$ cat src/rtl/mem_arb_pkg.sv
`default_nettype none
// ============================================================================
// Module      : mem_arb_pkg
// Description : Shared types and constants for the unified-memory arbiter.
// Revision    : 1.0 - initial release
// ============================================================================
package mem_arb_pkg;

    localparam int c_MEM_LAT_DEF = 4;
    localparam int c_CNT_W       = 4;
    localparam int c_DATA_W      = 16;

    typedef enum logic [1:0] {
        IDLE = 2'd0,
        ACC  = 2'd1,
        DONE = 2'd2
    } arb_state_t;

    typedef enum logic {
        OWN_I = 1'b0,
        OWN_D = 1'b1
    } owner_t;

endpackage
`default_nettype wire

$ cat src/rtl/mem_arbiter_if.sv
`default_nettype none
// ============================================================================
// Module      : mem_arbiter_if
// Description : Fetch, data and memory-macro signals of the unified-memory arbiter.
// Revision    : 1.0 - initial release
// ============================================================================
interface mem_arbiter_if;
    import mem_arb_pkg::*;

    logic                if_req;
    logic [c_DATA_W-1:0] if_addr;
    logic                if_rdy;
    logic [c_DATA_W-1:0] if_instr;
    logic                if_stall;
    logic                d_re;
    logic                d_we;
    logic [c_DATA_W-1:0] d_addr;
    logic [c_DATA_W-1:0] d_wdata;
    logic                d_rdy;
    logic [c_DATA_W-1:0] d_rdata;
    logic                d_stall;
    logic                halt;
    logic                mem_en;
    logic                mem_we;
    logic [c_DATA_W-1:0] mem_addr;
    logic [c_DATA_W-1:0] mem_wdata;
    logic [c_DATA_W-1:0] mem_rdata;
    logic                busy;

    // Arbiter side
    modport slave (
        input  if_req, if_addr, d_re, d_we, d_addr, d_wdata, halt, mem_rdata,
        output if_rdy, if_instr, if_stall, d_rdy, d_rdata, d_stall,
               mem_en, mem_we, mem_addr, mem_wdata, busy
    );

    // Pipeline stages and memory macro side
    modport master (
        output if_req, if_addr, d_re, d_we, d_addr, d_wdata, halt, mem_rdata,
        input  if_rdy, if_instr, if_stall, d_rdy, d_rdata, d_stall,
               mem_en, mem_we, mem_addr, mem_wdata, busy
    );

endinterface
`default_nettype wire

$ cat src/rtl/lat_counter.sv
`default_nettype none
// ============================================================================
// Module      : lat_counter
// Description : Loadable down-counter with zero flag; times the memory access.
// Revision    : 1.0 - initial release
// ============================================================================
module lat_counter #(
    parameter int WIDTH = 4
) (
    input  wire             clk,
    input  wire             rst,
    input  wire             i_load,
    input  wire             i_dec,
    input  wire [WIDTH-1:0] i_load_val,
    output logic            o_zero
);

    logic [WIDTH-1:0] r_count;

    always_ff @(posedge clk) begin
        if (rst) begin
            r_count <= '0;
        end else if (i_load) begin
            r_count <= i_load_val;
        end else if (i_dec) begin
            r_count <= r_count - WIDTH'(1);
        end
    end

    assign o_zero = (r_count == '0);

endmodule
`default_nettype wire

$ cat src/rtl/mem_arbiter.sv
`default_nettype none
// ============================================================================
// Module      : mem_arbiter
// Description : Grants the single-ported unified memory to fetch or data stage,
//               holds the access for MEM_LAT cycles and returns a ready pulse.
// Revision    : 1.0 - initial release
// ============================================================================
module mem_arbiter
    import mem_arb_pkg::*;
#(
    parameter int MEM_LAT = c_MEM_LAT_DEF
) (
    input  wire          clk,
    input  wire          rst,
    mem_arbiter_if.slave bus
);

    localparam logic [c_CNT_W-1:0] c_CNT_LOAD = c_CNT_W'(MEM_LAT - 1);

    arb_state_t          r_state;
    owner_t              r_owner;
    logic                r_write;
    logic [c_DATA_W-1:0] r_addr;
    logic [c_DATA_W-1:0] r_wdata;
    logic [c_DATA_W-1:0] r_instr;
    logic [c_DATA_W-1:0] r_rdata;
    logic                r_mem_en;
    logic                r_mem_we;
    logic                r_if_rdy;
    logic                r_d_rdy;

    logic                w_d_req;
    logic                w_i_req;
    logic                w_grant;
    logic                w_cnt_dec;
    logic                w_cnt_zero;

    assign w_d_req   = bus.d_re | bus.d_we;
    assign w_i_req   = bus.if_req & ~bus.halt;
    assign w_grant   = (r_state == IDLE) & (w_d_req | w_i_req);
    assign w_cnt_dec = (r_state == ACC) & ~w_cnt_zero;

    lat_counter #(
        .WIDTH (c_CNT_W)
    ) u_lat_counter (
        .clk        (clk),
        .rst        (rst),
        .i_load     (w_grant),
        .i_dec      (w_cnt_dec),
        .i_load_val (c_CNT_LOAD),
        .o_zero     (w_cnt_zero)
    );

    always_ff @(posedge clk) begin
        if (rst) begin
            r_state  <= IDLE;
            r_owner  <= OWN_I;
            r_write  <= 1'b0;
            r_addr   <= '0;
            r_wdata  <= '0;
            r_instr  <= '0;
            r_rdata  <= '0;
            r_mem_en <= 1'b0;
            r_mem_we <= 1'b0;
            r_if_rdy <= 1'b0;
            r_d_rdy  <= 1'b0;
        end else begin
            r_if_rdy <= 1'b0;
            r_d_rdy  <= 1'b0;
            case (r_state)
                IDLE: begin
                    // Data wins; a simultaneous read+write is treated as a write
                    if (w_d_req) begin
                        r_owner  <= OWN_D;
                        r_write  <= bus.d_we;
                        r_addr   <= bus.d_addr;
                        r_wdata  <= bus.d_wdata;
                        r_mem_en <= 1'b1;
                        r_mem_we <= bus.d_we;
                        r_state  <= ACC;
                    end else if (w_i_req) begin
                        r_owner  <= OWN_I;
                        r_write  <= 1'b0;
                        r_addr   <= bus.if_addr;
                        r_mem_en <= 1'b1;
                        r_mem_we <= 1'b0;
                        r_state  <= ACC;
                    end
                end
                ACC: begin
                    if (w_cnt_zero) begin
                        if (r_owner == OWN_I) begin
                            r_instr <= bus.mem_rdata;
                        end else if (!r_write) begin
                            r_rdata <= bus.mem_rdata;
                        end
                        r_if_rdy <= (r_owner == OWN_I);
                        r_d_rdy  <= (r_owner == OWN_D);
                        r_mem_en <= 1'b0;
                        r_mem_we <= 1'b0;
                        r_state  <= DONE;
                    end
                end
                DONE: begin
                    r_state <= IDLE;
                end
                default: begin
                    r_state <= IDLE;
                end
            endcase
        end
    end

    assign bus.if_rdy    = r_if_rdy;
    assign bus.if_instr  = r_instr;
    assign bus.if_stall  = bus.if_req & ~r_if_rdy;
    assign bus.d_rdy     = r_d_rdy;
    assign bus.d_rdata   = r_rdata;
    assign bus.d_stall   = w_d_req & ~r_d_rdy;
    assign bus.mem_en    = r_mem_en;
    assign bus.mem_we    = r_mem_we;
    assign bus.mem_addr  = r_addr;
    assign bus.mem_wdata = r_wdata;
    assign bus.busy      = (r_state != IDLE);

endmodule
`default_nettype wire

$ cat src/flat_wrapper.sv
// flat-port wrapper written by rule: the top's interface ports become plain ports
module mem_arbiter_flat import mem_arb_pkg::*;
#(
    parameter int MEM_LAT = c_MEM_LAT_DEF
)
  (clk, rst, bus_if_req, bus_if_addr, bus_d_re, bus_d_we, bus_d_addr, bus_d_wdata, bus_halt, bus_mem_rdata, bus_if_rdy, bus_if_instr, bus_if_stall, bus_d_rdy, bus_d_rdata, bus_d_stall, bus_mem_en, bus_mem_we, bus_mem_addr, bus_mem_wdata, bus_busy);
  mem_arbiter_if bus_i ();
  input  wire clk;
  input  wire rst;
  input wire logic [$bits(bus_i.if_req)-1:0] bus_if_req;
  input wire logic [$bits(bus_i.if_addr)-1:0] bus_if_addr;
  input wire logic [$bits(bus_i.d_re)-1:0] bus_d_re;
  input wire logic [$bits(bus_i.d_we)-1:0] bus_d_we;
  input wire logic [$bits(bus_i.d_addr)-1:0] bus_d_addr;
  input wire logic [$bits(bus_i.d_wdata)-1:0] bus_d_wdata;
  input wire logic [$bits(bus_i.halt)-1:0] bus_halt;
  input wire logic [$bits(bus_i.mem_rdata)-1:0] bus_mem_rdata;
  output wire logic [$bits(bus_i.if_rdy)-1:0] bus_if_rdy;
  output wire logic [$bits(bus_i.if_instr)-1:0] bus_if_instr;
  output wire logic [$bits(bus_i.if_stall)-1:0] bus_if_stall;
  output wire logic [$bits(bus_i.d_rdy)-1:0] bus_d_rdy;
  output wire logic [$bits(bus_i.d_rdata)-1:0] bus_d_rdata;
  output wire logic [$bits(bus_i.d_stall)-1:0] bus_d_stall;
  output wire logic [$bits(bus_i.mem_en)-1:0] bus_mem_en;
  output wire logic [$bits(bus_i.mem_we)-1:0] bus_mem_we;
  output wire logic [$bits(bus_i.mem_addr)-1:0] bus_mem_addr;
  output wire logic [$bits(bus_i.mem_wdata)-1:0] bus_mem_wdata;
  output wire logic [$bits(bus_i.busy)-1:0] bus_busy;
  assign bus_i.if_req = bus_if_req;
  assign bus_i.if_addr = bus_if_addr;
  assign bus_i.d_re = bus_d_re;
  assign bus_i.d_we = bus_d_we;
  assign bus_i.d_addr = bus_d_addr;
  assign bus_i.d_wdata = bus_d_wdata;
  assign bus_i.halt = bus_halt;
  assign bus_i.mem_rdata = bus_mem_rdata;
  assign bus_if_rdy = bus_i.if_rdy;
  assign bus_if_instr = bus_i.if_instr;
  assign bus_if_stall = bus_i.if_stall;
  assign bus_d_rdy = bus_i.d_rdy;
  assign bus_d_rdata = bus_i.d_rdata;
  assign bus_d_stall = bus_i.d_stall;
  assign bus_mem_en = bus_i.mem_en;
  assign bus_mem_we = bus_i.mem_we;
  assign bus_mem_addr = bus_i.mem_addr;
  assign bus_mem_wdata = bus_i.mem_wdata;
  assign bus_busy = bus_i.busy;
  mem_arbiter #(.MEM_LAT(MEM_LAT)) u_core (.clk(clk), .rst(rst), .bus(bus_i));
endmodule
$ cat config.mk
export PLATFORM = sky130hd
export DESIGN_NAME = mem_arbiter_flat
export DESIGN_NICKNAME = d
export VERILOG_FILES = /design/src/rtl/mem_arb_pkg.sv /design/src/rtl/mem_arbiter_if.sv /design/src/rtl/lat_counter.sv /design/src/rtl/mem_arbiter.sv /design/src/flat_wrapper.sv
export SDC_FILE = /design/constraint.sdc
export NUM_CORES = 1
export LEC_CHECK = 0
export ABC_AREA = 0
export BUFFER_PORTS_ARGS = -buffer_cell sky130_fd_sc_hd__buf_2
export CAP_MARGIN = 10
export CORE_MARGIN = 2
export CORE_UTILIZATION = 54
export CTS_BUF_LIST = sky130_fd_sc_hd__clkbuf_8
export DETAILED_ROUTE_END_ITERATION = 12
export PLACE_DENSITY = 0.93
export SLEW_MARGIN = 30
export SYNTH_ARGS = -nofsm -noshare
export SYNTH_HDL_FRONTEND = slang
export SYNTH_HIERARCHICAL = 1
export SYNTH_SLANG_ARGS = --single-unit
$ cat constraint.sdc
create_clock -name clk -period 6.85 [get_ports clk]
set_clock_uncertainty 0.2 [all_clocks]
set_input_delay 0.685 -clock clk [delete_from_list [all_inputs] [get_ports clk]]
set_output_delay 0.685 -clock clk [all_outputs]
set_load 0.02 [all_outputs]
==> flow_metrics.tcl <==
set metrics [dict create \
    outcome "complete, no violations" \
    die_width_um 84.2 \
    syn-mean-instance-area_um2 8.93 \
    drv_slew 0 \
    leakage_nw 1.93 \
    holdPathStages 2 \
    hp_start "u_core/bus.if_instr[15]$_SDFFE_PP0P_" \
    total_gr_overflow 0 \
    flow.area_growth_from_synthesis_pct 24.4 \
    fp.coreArea_mm2 0.00628 \
    endpoint_with_the_worst_hold_slack "u_core/bus.if_instr[15]$_SDFFE_PP0P_" \
    synth.lib_cells_used.distinct 38 \
    worstSetupEndpointType "register" \
    rsz_0062_raised_after_global_routing "false" \
    clockRootBuffer "clkbuf_8" \
    ctsHtreeMaxLevel 3 \
    ctsResizeCount 0 \
    cts_tree "yes" \
    port-buffer-count 140 \
    cts.sinks 76 \
    final_hold_viol_count 0 \
    grt_antenna_before_repair 0 \
    holdWs_ns 0.257 \
    regToRegSetupSlack_ns 4.07 \
    worst-r2r-cell-count 6 \
    route.detailed.vias_per_inst 5.43 \
    drc_errors 0 \
    mappedNetlistArea_mm2 0.00347 \
    fmax_mhz 348 \
    drt_first_pass_iters 6 \
    detailed_place_hpwl_um 5950 \
    synth-edff-count 0 \
    final_min_period_over_clock_period 0.420 \
    number_of_global_route_vias_before_repair 2980 \
    design.die.area_mm2 0.00709 \
    cts_post_setup_buffers_inserted 0 \
    ys_warn_count 6 \
    worst-setup-path-type "in -> reg" \
    totalNegativeSetupSlack_ns 0 \
    arrival_time_of_the_worst_setup_path_ns 2.95 \
    postSynthCellCount 389 \
    cts_hold_buf 0 \
    clock_latency_ns 0.34 \
    start_kind "primary input" \
    cts_buffers 9 \
    power_density_mw_per_mm2 267 \
    reg_clk_slew_reported_paths_ns 0.09 \
    drt.antenna.violating_nets 0 \
    total_wire_length_after_detailed_routing_um 8540 \
    cp.required_ns 6.92 \
    finalSetupViolCount 0 \
    slew_headroom 0.431 \
    number_of_i_o_pins 141 \
    avgRoutedWirePerCell_um 14.5 \
    route.vias.total 3196 \
    die_y_um 84.2 \
    synth-main-ff-cell "dfxtp_1" \
    start_util 0.553 \
    gp_congestion 0.784 \
    asyncSetResetFlopFracSynth 0 \
    flops_latches_synth 76 \
    drtIter0Drc 228 \
    grt_start_max_net_pins 93 \
    timing.hold.worst.class "reg -> reg" \
    nets 578 \
    period_minus_slack_ns 2.88 \
    diodes 0 \
    grt_first_pass_wirelength_um 13900 \
    fp-row-count 29 \
    path_max_fanout 35 \
    drv_cap 0 \
    clk_path_buf_depth 2 \
    drive_gt1_frac 0.340 \
    worst_r2r_startpoint "u_core/u_lat_counter/r_count[0]$_SDFFE_PP0P_" \
    rr_endpoint "u_core/bus.if_instr[13]$_SDFFE_PP0P_" \
    synth_seq_area_share 0.438 \
    max_slew.worst_pin.slew_ns 0.848 \
    grtUsageTotal 0.241 \
    ir_worst_vdd_v 0.000189 \
]
## worst max-delay path by stage
| stage | start | to | slack, ns | depth (start not counted) |
|---|---|---|---|---|
| 3_3_place_gp | bus_d_we | u_core/u_lat_counter/r_count[1]$_SDFFE_PP0P_ | 3.41 | 6 |
| 5_1_grt | bus_d_we | u_core/u_lat_counter/r_count[1]$_SDFFE_PP0P_ | 3.77 | 6 |
| 4_1_cts | bus_d_we | u_core/u_lat_counter/r_count[1]$_SDFFE_PP0P_ | 4.03 | 6 |
| 3_5_place_dp | bus_d_we | u_core/u_lat_counter/r_count[1]$_SDFFE_PP0P_ | 3.66 | 6 |
| 6_report | bus_d_we | u_core/u_lat_counter/r_count[1]$_SDFFE_PP0P_ | 3.97 | 6 |
| 2_1_floorplan | bus_d_we | bus_d_stall | 4.57 | 4 |
## final cells by class
cell class | instances | area (um2)
Clock inverter | 7 | 82.6
Multi-Input combinational cell | 256 | 1700
Sequential cell | 76 | 1520
Clock buffer | 9 | 124
Tap cell | 77 | 96.3
Inverter | 22 | 82.6
Fill cell | 513 | 1960
Timing Repair Buffer | 142 | 716
## flip-flops by register name, summed over array words and instances, names as in the netlist
| register | cells |
|---|---|
| u_core/bus.d_rdata | 16 |
| u_core/bus.if_instr | 16 |
| u_core/bus.mem_addr | 16 |
| u_core/bus.mem_wdata | 16 |
| u_core/u_lat_counter/r_count | 4 |
| u_core/r_state | 2 |
| u_core/bus.d_rdy | 1 |
| u_core/bus.if_rdy | 1 |
| u_core/bus.mem_en | 1 |
| u_core/bus.mem_we | 1 |
| u_core/r_owner | 1 |
| u_core/r_write | 1 |
## layer usage
layer | up-vias | GRT usage | share of wire
met5 | - | 0 | 0
met4 | 0 | 0.0968 | 0.011
met3 | 7 | 0.0511 | 0.055
met2 | 91 | 0.411 | 0.52
met1 | 1514 | 0.296 | 0.41
li1 | 1584 | - | -
## metrics by stage
| step | utilization | setup slack (ns) | cells | power [mW] | cell area (um2) |
|---|---|---|---|---|---|
| after global routing | 0.688 | 3.77 | 589 | 1.22 | 4320 |
| after detailed placement | 0.656 | 3.66 | 573 | 0.811 | 4120 |
| final | 0.688 | 3.97 | 589 | 1.16 | 4320 |
| after CTS | 0.688 | 4.03 | 589 | 1.16 | 4320 |
| after floorplan | - | 4.57 | 391 | 0.726 | 3480 |
| after global placement | 0.655 | 3.41 | 573 | 0.797 | 4110 |
## cells in the mapped netlist, types with 2 or more instances
cell       number  area [um2]
a211oi_1        7        52.6
inv_2           2        7.51
nand3b_1        2        15.0
o21a_1         18         135
nand2b_1       34         213
a21oi_1        37         185
nand2_1        36         135
clkbuf_1       16        60.1
inv_1          20        75.1
a2111oi_0      11        96.3
nor3b_1        19         143
mux2i_1        17         170
buf_6           3        33.8
nor2_1          5        18.8
a2111oi_1       5        50.1
nand3_1        16        80.1
a211oi_2        9         113
buf_2          17        85.1
xor2_1          2        17.5
o21ai_0        19        95.1
conb_1          2        7.51
dfxtp_1        76        1520
## where the power goes
group	total, mW	leakage (nW)	switching, mW	internal, mW
Clock	0.353	0.0984	0.179	0.174
Sequential	0.515	0.623	0.0287	0.487
Combinational	0.287	1.21	0.181	0.106
## kinds of logic (layout without fill, tap and decap cells)
kind of cell	after synthesis	in the layout	share of synthesized area
and+or+nand+nor	122	122	0.206
AOI/OAI and AO/OA	109	109	0.217
DFF	76	76	0.438
buffers and inverters	59	180	0.0764
muxes	17	17	0.0490
xor gates and xnor gates	3	3	0.00757
other	2	4	0.00216
adders and majority gates	1	1	0.00360
## worst max-delay path: stages
cell and delay (ns):
buf_2 0.28, nor2_4 0.59, a21o_1 0.72, inv_2 0.22, a211o_1 0.30, a21oi_1 0.14
## placed cells by master (no fill, tap or decap), drive strengths merged
cell      synthesis  final
nor2              7      7
nor3b            19     19
clkinvlp          0      2
nand3b            3      3
clkbuf           16      9
ha                1      1
and4bb            1      1
nand3            16     16
xor2              2      2
mux2i            17     17
or3b              1      1
a2111oi          16     16
nand4bb           1      1
or2               1      1
a211o             1      1
nor4b             1      1
and2              1      1
nor2b             1      1
xnor2             1      1
a211oi           16     16
nand2b           34     34
a21o              1      1
a21oi            37     37
o21a             18     18
nand2            36     36
inv              22     25
bufinv            0      1
o21ba             1      1
conb              2      4
dfxtp            76     76
buf              21    142
clkinv            0      1
o21ai            19     19
(Power assumes the default switching activity.)
